[config.mk]
export PLATFORM = sky130hd
export DESIGN_NAME = modulo_pagamento
export DESIGN_NICKNAME = d
export VERILOG_FILES = /design/src/rtl/modulo_pagamento_pkg.sv /design/src/rtl/modulo_pagamento_detector_borda.sv /design/src/rtl/modulo_pagamento.sv
export SDC_FILE = /design/constraint.sdc
export NUM_CORES = 1
export LEC_CHECK = 0
export CORE_AREA = 3 3 56 45
export CTS_BUF_LIST = sky130_fd_sc_hd__clkbuf_8 sky130_fd_sc_hd__clkbuf_16
export CTS_CLUSTER_SIZE = 28
export DETAILED_ROUTE_END_ITERATION = 8
export DIE_AREA = 0 0 59 48
export PLACE_DENSITY = 0.82
export SYNTH_ARGS = -nofsm -noshare
export SYNTH_HDL_FRONTEND = slang
export SYNTH_HIERARCHICAL = 1
export SYNTH_SLANG_ARGS = --single-unit
[constraint.sdc]
create_clock -name CLK -period 2.3 [get_ports CLK]
set_input_delay 0.23 -clock CLK [delete_from_list [all_inputs] [get_ports CLK]]
set_output_delay 0.23 -clock CLK [all_outputs]
set_load 0.05 [all_outputs]
[src/rtl/modulo_pagamento_pkg.sv]
// Shared types for the coin-payment stage: FSM states, S_PAGAMENTO codes and coin values.
package pagamento_pkg;

   typedef enum logic [1:0] {
      OCIOSO     = 2'd0,
      ACUMULANDO = 2'd1,
      APROVADO   = 2'd2,
      ERRO       = 2'd3
   } estado_t;

   localparam logic [1:0] PAG_PEND = 2'b00;
   localparam logic [1:0] PAG_ERRO = 2'b01;
   localparam logic [1:0] PAG_OK   = 2'b11;

   localparam logic [1:0] BEBIDA_INVALIDA = 2'b11;
   localparam logic [1:0] MOEDA_INVALIDA  = 2'b11;

   // Coin value in units of 25 centavos; the unrecognised code maps to 0.
   function automatic logic [2:0] moeda_valor(input logic [1:0] moeda);
      logic [2:0] valor;
      valor = 3'd0;
      case (moeda)
         2'b00:   valor = 3'd1;
         2'b01:   valor = 3'd2;
         2'b10:   valor = 3'd4;
         default: valor = 3'd0;
      endcase
      return valor;
   endfunction

endpackage

[src/rtl/modulo_pagamento_detector_borda.sv]
// Rising-edge detector for HABILITA; the history bit resets high so a level held from reset never arms.
module detector_borda (
   input  logic CLK,
   input  logic RESET_N,
   input  logic sinal_i,
   output logic borda_o
);

   logic sinal_q;

   always_ff @(posedge CLK) begin
      if (!RESET_N) begin
         sinal_q <= 1'b1;
      end else begin
         sinal_q <= sinal_i;
      end
   end

   assign borda_o = sinal_i & ~sinal_q;

endmodule

[src/rtl/modulo_pagamento.sv]
// Coin-payment stage feeding the coffee-machine MEF. Define TROCO_EN to allow overpayment with change;
// without it only exact payment is approved and TROCO/TROCO_VALIDO are tied to 0.
module modulo_pagamento
   import pagamento_pkg::*;
#(
   parameter int CRED_W  = 4,
   parameter int PRECO_0 = 6,
   parameter int PRECO_1 = 8,
   parameter int PRECO_2 = 10
) (
   input  logic              CLK,
   input  logic              RESET_N,
   input  logic              HABILITA,
   input  logic [1:0]        BEBIDA,
   input  logic              MOEDA_VALIDA,
   input  logic [1:0]        MOEDA,
   output logic [1:0]        S_PAGAMENTO,
   output logic [CRED_W-1:0] CREDITO,
   output logic [CRED_W-1:0] TROCO,
   output logic              TROCO_VALIDO,
   output logic [1:0]        ESTADO_DBG
);

   // MOEDA_VALIDA is a one-cycle strobe with no ready: the coin is taken whenever it is high
   // while collecting with HABILITA high, and silently dropped in every other situation.

   logic              armar;
   estado_t           estado_q;
   logic [1:0]        s_pag_q;
   logic [CRED_W-1:0] credito_q;
   logic [CRED_W-1:0] preco_q;
   logic [CRED_W-1:0] preco_d;
   logic [CRED_W:0]   soma_d;
   logic [CRED_W-1:0] soma_v;
`ifdef TROCO_EN
   logic [CRED_W-1:0] troco_q;
   logic              troco_valido_q;
`endif

   detector_borda u_borda (
      .CLK     (CLK),
      .RESET_N (RESET_N),
      .sinal_i (HABILITA),
      .borda_o (armar)
   );

   // One extra bit so a carry out of the credit register is visible as overflow.
   assign soma_d = {1'b0, credito_q} + (CRED_W+1)'(moeda_valor(MOEDA));
   assign soma_v = soma_d[CRED_W-1:0];

   always_comb begin
      preco_d = '0;
      case (BEBIDA)
         2'b00:   preco_d = CRED_W'(PRECO_0);
         2'b01:   preco_d = CRED_W'(PRECO_1);
         2'b10:   preco_d = CRED_W'(PRECO_2);
         default: preco_d = '0;
      endcase
   end

   always_ff @(posedge CLK) begin
      if (!RESET_N) begin
         estado_q  <= OCIOSO;
         s_pag_q   <= PAG_PEND;
         credito_q <= '0;
         preco_q   <= '0;
`ifdef TROCO_EN
         troco_q        <= '0;
         troco_valido_q <= 1'b0;
`endif
      end else begin
`ifdef TROCO_EN
         troco_valido_q <= 1'b0;
`endif
         if (!HABILITA) begin
            estado_q  <= OCIOSO;
            s_pag_q   <= PAG_PEND;
            credito_q <= '0;
`ifdef TROCO_EN
            troco_q <= '0;
`endif
         end else begin
            case (estado_q)
               OCIOSO: begin
                  if (armar) begin
                     credito_q <= '0;
                     if (BEBIDA == BEBIDA_INVALIDA) begin
                        estado_q <= ERRO;
                        s_pag_q  <= PAG_ERRO;
                     end else begin
                        preco_q  <= preco_d;
                        estado_q <= ACUMULANDO;
                     end
                  end
               end
               ACUMULANDO: begin
                  if (MOEDA_VALIDA) begin
                     if (MOEDA == MOEDA_INVALIDA) begin
                        estado_q <= ERRO;
                        s_pag_q  <= PAG_ERRO;
                     end else if (soma_d[CRED_W]) begin
                        estado_q  <= ERRO;
                        s_pag_q   <= PAG_ERRO;
                        credito_q <= '1;
                     end
`ifdef TROCO_EN
                     else if (soma_v >= preco_q) begin
                        estado_q       <= APROVADO;
                        s_pag_q        <= PAG_OK;
                        credito_q      <= soma_v;
                        troco_q        <= soma_v - preco_q;
                        troco_valido_q <= 1'b1;
                     end
`else
                     else if (soma_v == preco_q) begin
                        estado_q  <= APROVADO;
                        s_pag_q   <= PAG_OK;
                        credito_q <= soma_v;
                     end else if (soma_v > preco_q) begin
                        estado_q  <= ERRO;
                        s_pag_q   <= PAG_ERRO;
                        credito_q <= soma_v;
                     end
`endif
                     else begin
                        credito_q <= soma_v;
                     end
                  end
               end
               default: begin
               end
            endcase
         end
      end
   end

   assign S_PAGAMENTO = s_pag_q;
   assign CREDITO     = credito_q;
   assign ESTADO_DBG  = estado_q;
`ifdef TROCO_EN
   assign TROCO        = troco_q;
   assign TROCO_VALIDO = troco_valido_q;
`else
   assign TROCO        = '0;
   assign TROCO_VALIDO = 1'b0;
`endif

endmodule
# [Yosys cells after proc, flatten, opt, wreduce, memory -nomap -nowiden]
# Cells that the tools add are included.
[classes] addsub=1 mul=0 div_mod_pow=0 magnitude_cmp=1 n_eq_ne=13 shifts=0 n_mux=23 bitwise_logic=3 reduce_logical=9
[op_table] cell="$mux 2" count=14
[op_table] cell="$mux 4" count=4
[op_table] cell="$pmux 4 s3" count=1
[op_table] cell="$reduce_and 4->1" count=3
[op_table] cell="$pmux 3 s3" count=1
[op_table] cell="$eq 2x2->1 const B" count=4
[op_table] cell="$ne 2x2->1 const B" count=4
[op_table] cell="$pmux 2 s2" count=2
[op_table] cell="$pmux 4 s2" count=1
[op_table] cell="$eq 2x1->1 const B" count=3
[op_table] cell="$logic_not 2->1" count=3
[op_table] cell="$add 4x3->5" count=1
[op_table] cell="$ne 5x5->1 const B" count=1
[op_table] cell="$reduce_and 5->1" count=1
[op_table] cell="$eq 4x4->1" count=1
[op_table] cell="$gt 4x4->1" count=1
[op_table] cell="$not 1->1" count=2
[op_table] cell="$reduce_and 2->1" count=1
[op_table] cell="$reduce_bool 2->1" count=1
[op_table] cell="$and 1x1->1" count=1
[totals] regBits=13 latchBits=0 mem_bits_rw=0 mem_bits_ro=0 inputBits=8 word_cells=55 mem_count=0

# [Longest topological paths before layout]
[depth] word_depth=10 ltp_mapped=10 ltp_nobuf=10

# [Modules after synthesis]
# The synthesis kept the hierarchy.
[modules_own_cells] module="modulo_pagamento" instances=1 cells_each=93 area_each_um2=827.0 seq_area_each_um2=220.2
[modules_own_cells] module="detector_borda" instances=1 cells_each=3 area_each_um2=40.0 seq_area_each_um2=20.0

# [Worst setup path after synthesis]
# OpenSTA, ideal clock, no wires.
[synth_path] path_type="register -> register" start="reg credito_q[1], in the netlist CREDITO[1]" end="reg s_pag_q[1], in the netlist S_PAGAMENTO[1]" arrival_time_ps=2475 required_time_ps=2180 slack_ps=-295 path_stages_with_launch=10 n_path_buf=0 synth_period_minus_slack_ps=2595 cell_sequence="dfxtp_1 ha_1 a21o_1 a21oi_1 xnor2_1 ha_1 nand4b_1 nor2b_1 a311o_1 mux2i_1"
[synth_between] elab_chain_len=7 elab_cells_between_ends=10 cone_classes="add/sub (1); order compare (1); eq/ne (2); mux (5); reduce/logical (1)"
[synth_lines] element="start, declared" line_no="modulo_pagamento.sv:30" rtl="logic [CRED_W-1:0] credito_q;"
[synth_lines] element="start signal, assigned" line_no="modulo_pagamento.sv:118" rtl="credito_q <= soma_v;"
[synth_lines] element="start signal, assigned" line_no="modulo_pagamento.sv:122" rtl="credito_q <= soma_v;"
[synth_lines] element="start signal, assigned" line_no="modulo_pagamento.sv:126" rtl="credito_q <= soma_v;"
[synth_lines] element="$add 4x3->5 (*)" line_no="modulo_pagamento.sv:48" rtl="assign soma_d = {1'b0, credito_q} + (CRED_W+1)'(moeda_valor(MOEDA));"
[synth_lines] element="$eq 4x4->1" line_no="modulo_pagamento.sv:115" rtl="else if (soma_v == preco_q) begin"
[synth_lines] element="$mux 2" line_no="modulo_pagamento.sv:115"
[synth_lines] element="$mux 2" line_no="modulo_pagamento.sv:101" rtl="end else if (soma_d[CRED_W]) begin"
[synth_lines] element="$mux 2" line_no="modulo_pagamento.sv:98" rtl="if (MOEDA == MOEDA_INVALIDA) begin"
[synth_lines] element="$mux 2" line_no="modulo_pagamento.sv:97" rtl="if (MOEDA_VALIDA) begin"
[synth_lines] element="$pmux 2 s2" line_no="modulo_pagamento.sv:83" rtl="case (estado_q)"
[synth_lines] element="end signal, assigned" line_no="modulo_pagamento.sv:89" rtl="s_pag_q <= PAG_ERRO;"
[synth_lines] element="end signal, assigned" line_no="modulo_pagamento.sv:100" rtl="s_pag_q <= PAG_ERRO;"
[synth_lines] element="end signal, assigned" line_no="modulo_pagamento.sv:103" rtl="s_pag_q <= PAG_ERRO;"
[synth_lines] element="end, declared" line_no="modulo_pagamento.sv:29" rtl="logic [1:0] s_pag_q;"
# Every way passes the cells marked *; elsewhere a longest branch is shown, timed or not. The select of a mux whose other input is x is not followed.
# A chain may end at the register's enable or synchronous reset.

# [Final worst setup path]
[layout_path] start="reg credito_q[0], in the netlist CREDITO[0]" end="reg estado_q[0], in the netlist ESTADO_DBG[0]"
[layout_between] elab_chain_len=7 elab_cells_between_ends=10 cone_classes="add/sub (1); order compare (1); eq/ne (2); mux (5); reduce/logical (1)"
[layout_lines] element="$add 4x3->5 (*)" line_no="modulo_pagamento.sv:48"
[layout_lines] element="$eq 4x4->1" line_no="modulo_pagamento.sv:115"
[layout_lines] element="$mux 2" line_no="modulo_pagamento.sv:115"
[layout_lines] element="$mux 2" line_no="modulo_pagamento.sv:101"
[layout_lines] element="$mux 2" line_no="modulo_pagamento.sv:98"
[layout_lines] element="$mux 2" line_no="modulo_pagamento.sv:97"
[layout_lines] element="$pmux 2 s2" line_no="modulo_pagamento.sv:83"
[layout_lines] element="end signal, assigned" line_no="modulo_pagamento.sv:88" rtl="estado_q <= ERRO;"
[layout_lines] element="end signal, assigned" line_no="modulo_pagamento.sv:99" rtl="estado_q <= ERRO;"
[layout_lines] element="end signal, assigned" line_no="modulo_pagamento.sv:102" rtl="estado_q <= ERRO;"
[layout_lines] element="end, declared" line_no="modulo_pagamento.sv:28" rtl="estado_t estado_q;"
# Marked as above.

==> impl_metrics.tcl <==
set metrics [dict create \
    vias 765 \
    vdd_drop_max_mv 0.3928 \
    clkPwrFrac 0.378 \
    finalInstanceArea_um2 1234 \
    start_util 0.4342 \
    crit_family "adder cells" \
    maxUsedRoutingLayer "met4" \
    finalSetupTns_ns -0.04259 \
    worst_slew_pin_slew_ns 0.5069 \
    clkSinkCount 12 \
    ctsHoldBuffers 0 \
    leakagePower_nw 0.5150 \
    vias_per_cell 5.134 \
    synth-main-ff-cell "dfxtp_1" \
    core_area_um2 1997 \
    clock.fmax_ghz 0.4294 \
    grt_max_degree 13 \
    crit_chain "ha_4 -> fa_2 -> inv_2 -> ha_4 -> nand4b_1 -> buf_4 -> a2111oi_4 -> buf_4 -> o21bai_1 -> a21oi_1" \
    slowest_delay_ns 0.55 \
    swShare 0.2765 \
    grt_pass1_wl_mm 3.215 \
    combPwrFrac 0.206 \
    met1Wirelength_um 938 \
    async_reset_ff_frac 0 \
    fin_nets 144 \
    antenna_found_initial 0 \
    drt-total-wl_mm 2.043 \
    row_count 14 \
    crit_fanout 2 \
    gp_routability_congestion 0.8183 \
    synth.distinct_cells 37 \
    power_density_nw_per_um2 415.6 \
    critPathArrivalTime_ns 2.45 \
    endpoint_kind "flop" \
    dpl.cell_count 141 \
    wl_met3_um 86 \
    synth_edf_count 0 \
    finalHoldViolCount 0 \
    slew_viol_final 0 \
    wl_met2_mm 1.004 \
    insertedDiodeCount 0 \
    synthCells 96 \
    failed_checks "negative setup slack" \
    p_int_w 0.0003710 \
    hold_path_class "flop to flop" \
    layout_min_cycle_time_ns 2.329 \
    drc 0 \
    worstSkewPairLatency_ns 0.24 \
    power_frac_seq 0.416 \
    clkTransAtPathRegs_ns 0.05 \
    finalNonFillerCells 149 \
    status "finished, violations left" \
    grt_setup_unrepaired "yes" \
    cts_buffers 3 \
    slew_headroom 0.6610 \
    die_area_um2 2832 \
    grt_pass1_vias 693 \
    maxCapViolations 0 \
    cp_num_buf_inv 3 \
    r2r_slack_ns -0.03 \
    fin_ws_ns -0.02903 \
    clk_path_buf_depth 2 \
    drt-initial-drc-count 8 \
    skew_ns 0.004790 \
    grt_overflow 0 \
    final_cell_mix "clkdlybuf4s50_1, buf_4, dfxtp_1, inv_1" \
    die_h_um 48 \
    fp.dieW_um 59 \
    path_class "flop to flop" \
    layout-drive-gt1-share 0.3040 \
    required_ns 2.42 \
    synth_area_um2 867.1 \
    ys_seq_elements 12 \
    setup_viol 2 \
    htree_levels 1 \
    area_growth_syn_to_layout_pct 42.28 \
    routedWlPerCell_um 13.71 \
    holdWs_ns 0.4520 \
    cts_tree "built" \
    ant_nets 0 \
    avgSynthCellArea_um2 9.032 \
    dp_hpwl_mm 1.445 \
    power_switching_w 0.0001418 \
    io_pins 21 \
    grt_use_total 0.1594 \
    synth_seq_area_share 0.2771 \
    startpoint_type "flop" \
    root_buffer "clkbuf_8" \
    slowest_stage "fa_2" \
    finalCritPeriodShare 1.013 \
    port-buffer-count 15 \
    firstDrtPassIters 4 \
    synth.yosys.warnings 6 \
    finish.utilization 0.6178 \
    placed_area_um2 1090 \
]
==> metrics by stage <==
stage / setup WS (ns) / power [W]
after CTS: 0.005994 / 0.0005124
after floorplan: 0.005980 / 0.0002822
final: -0.02903 / 0.0005128
after detailed placement: -0.5759 / 0.0003088
after global placement: -0.4975 / 0.0003074
after global routing: -0.1580 / 0.0005430
==> logic make-up after synthesis <==
kind of cell,synth area share
XOR/XNOR,0.02021
multiplexers,0.03463
AO/OA/AOI/OAI,0.2352
flip-flops,0.2771
adder cells (fa/ha/maj),0.1530
other,0.004325
AND/OR/NAND/NOR,0.1688
buffers and inverters,0.1068
==> metal layers <==
metal | GRT usage | vias to the layer above
met1 | 0.1908 | 358
met3 | 0.04852 | 2
met4 | 0.06787 | 0
met2 | 0.2709 | 22
met5 | 0 | -
li1 | - | 383
==> synthesized netlist by cell type, types with 2 or more instances <==
master     number  area share
nor2_1          4       0.017
mux2i_1         3       0.035
nand2_1         2      0.0087
nand3_1         2       0.012
nand2b_1        2       0.014
o21ai_0         5       0.029
a21oi_1         7       0.040
a21o_1          2       0.017
nor2b_1         6       0.043
buf_4           5       0.043
buf_2           2       0.012
inv_1           9       0.039
and2_1          2       0.014
ha_1            9        0.13
o2111ai_1       3       0.030
dfxtp_1        12        0.28
==> power by group through the flow <==
stage,registers (W),logic (W),clock network (W)
2_1_floorplan,0.000219,0.0000629,0
6_report,0.000213,0.000106,0.000194
3_3_place_gp,0.000217,0.0000903,0
5_1_grt,0.000213,0.000115,0.000214
4_1_cts,0.000213,0.0000989,0.000200
3_5_place_dp,0.000217,0.0000916,0
==> flip-flops by register name, indices dropped and copies added, names as in the netlist <==
signal           flops
CREDITO              4
ESTADO_DBG           2
S_PAGAMENTO          2
preco_q              3
u_borda/sinal_q      1
==> final cells by class <==
type / instances / area, um^2
inverters: 9 / 33.78
well taps: 24 / 30.03
clock buffers: 3 / 41.29
multi-input cells: 71 / 626.9
repair buffers: 29 / 249.0
flip-flops and latches: 12 / 249.0
fillers: 165 / 763.2
clock inverters: 1 / 3.754
==> worst paths after layout <==
path                   from              to  cells past startpoint
max              CREDITO[0]   ESTADO_DBG[0]                     10
min          S_PAGAMENTO[0]  S_PAGAMENTO[0]                      2
max reg2reg      CREDITO[0]   ESTADO_DBG[0]                     10
min reg2reg  S_PAGAMENTO[0]  S_PAGAMENTO[0]                      2
==> worst register-to-register path: stages, from the launching register on <==
cell       delay [ns]
dfxtp_4          0.35
ha_4             0.16
fa_2             0.55
inv_2            0.05
ha_4             0.25
nand4b_1         0.13
buf_4            0.18
a2111oi_4        0.20
buf_4            0.18
o21bai_1         0.10
a21oi_1          0.07
==> timing repair <==
action                                  4_1_cts  5_1_grt
resized for setup                            19        2
pin swaps                                    11        2
endpoints found under the hold margin         0        0
setup buffers                                 3        1
endpoints found under the setup margin        4        4
(Power assumes the default switching activity.)
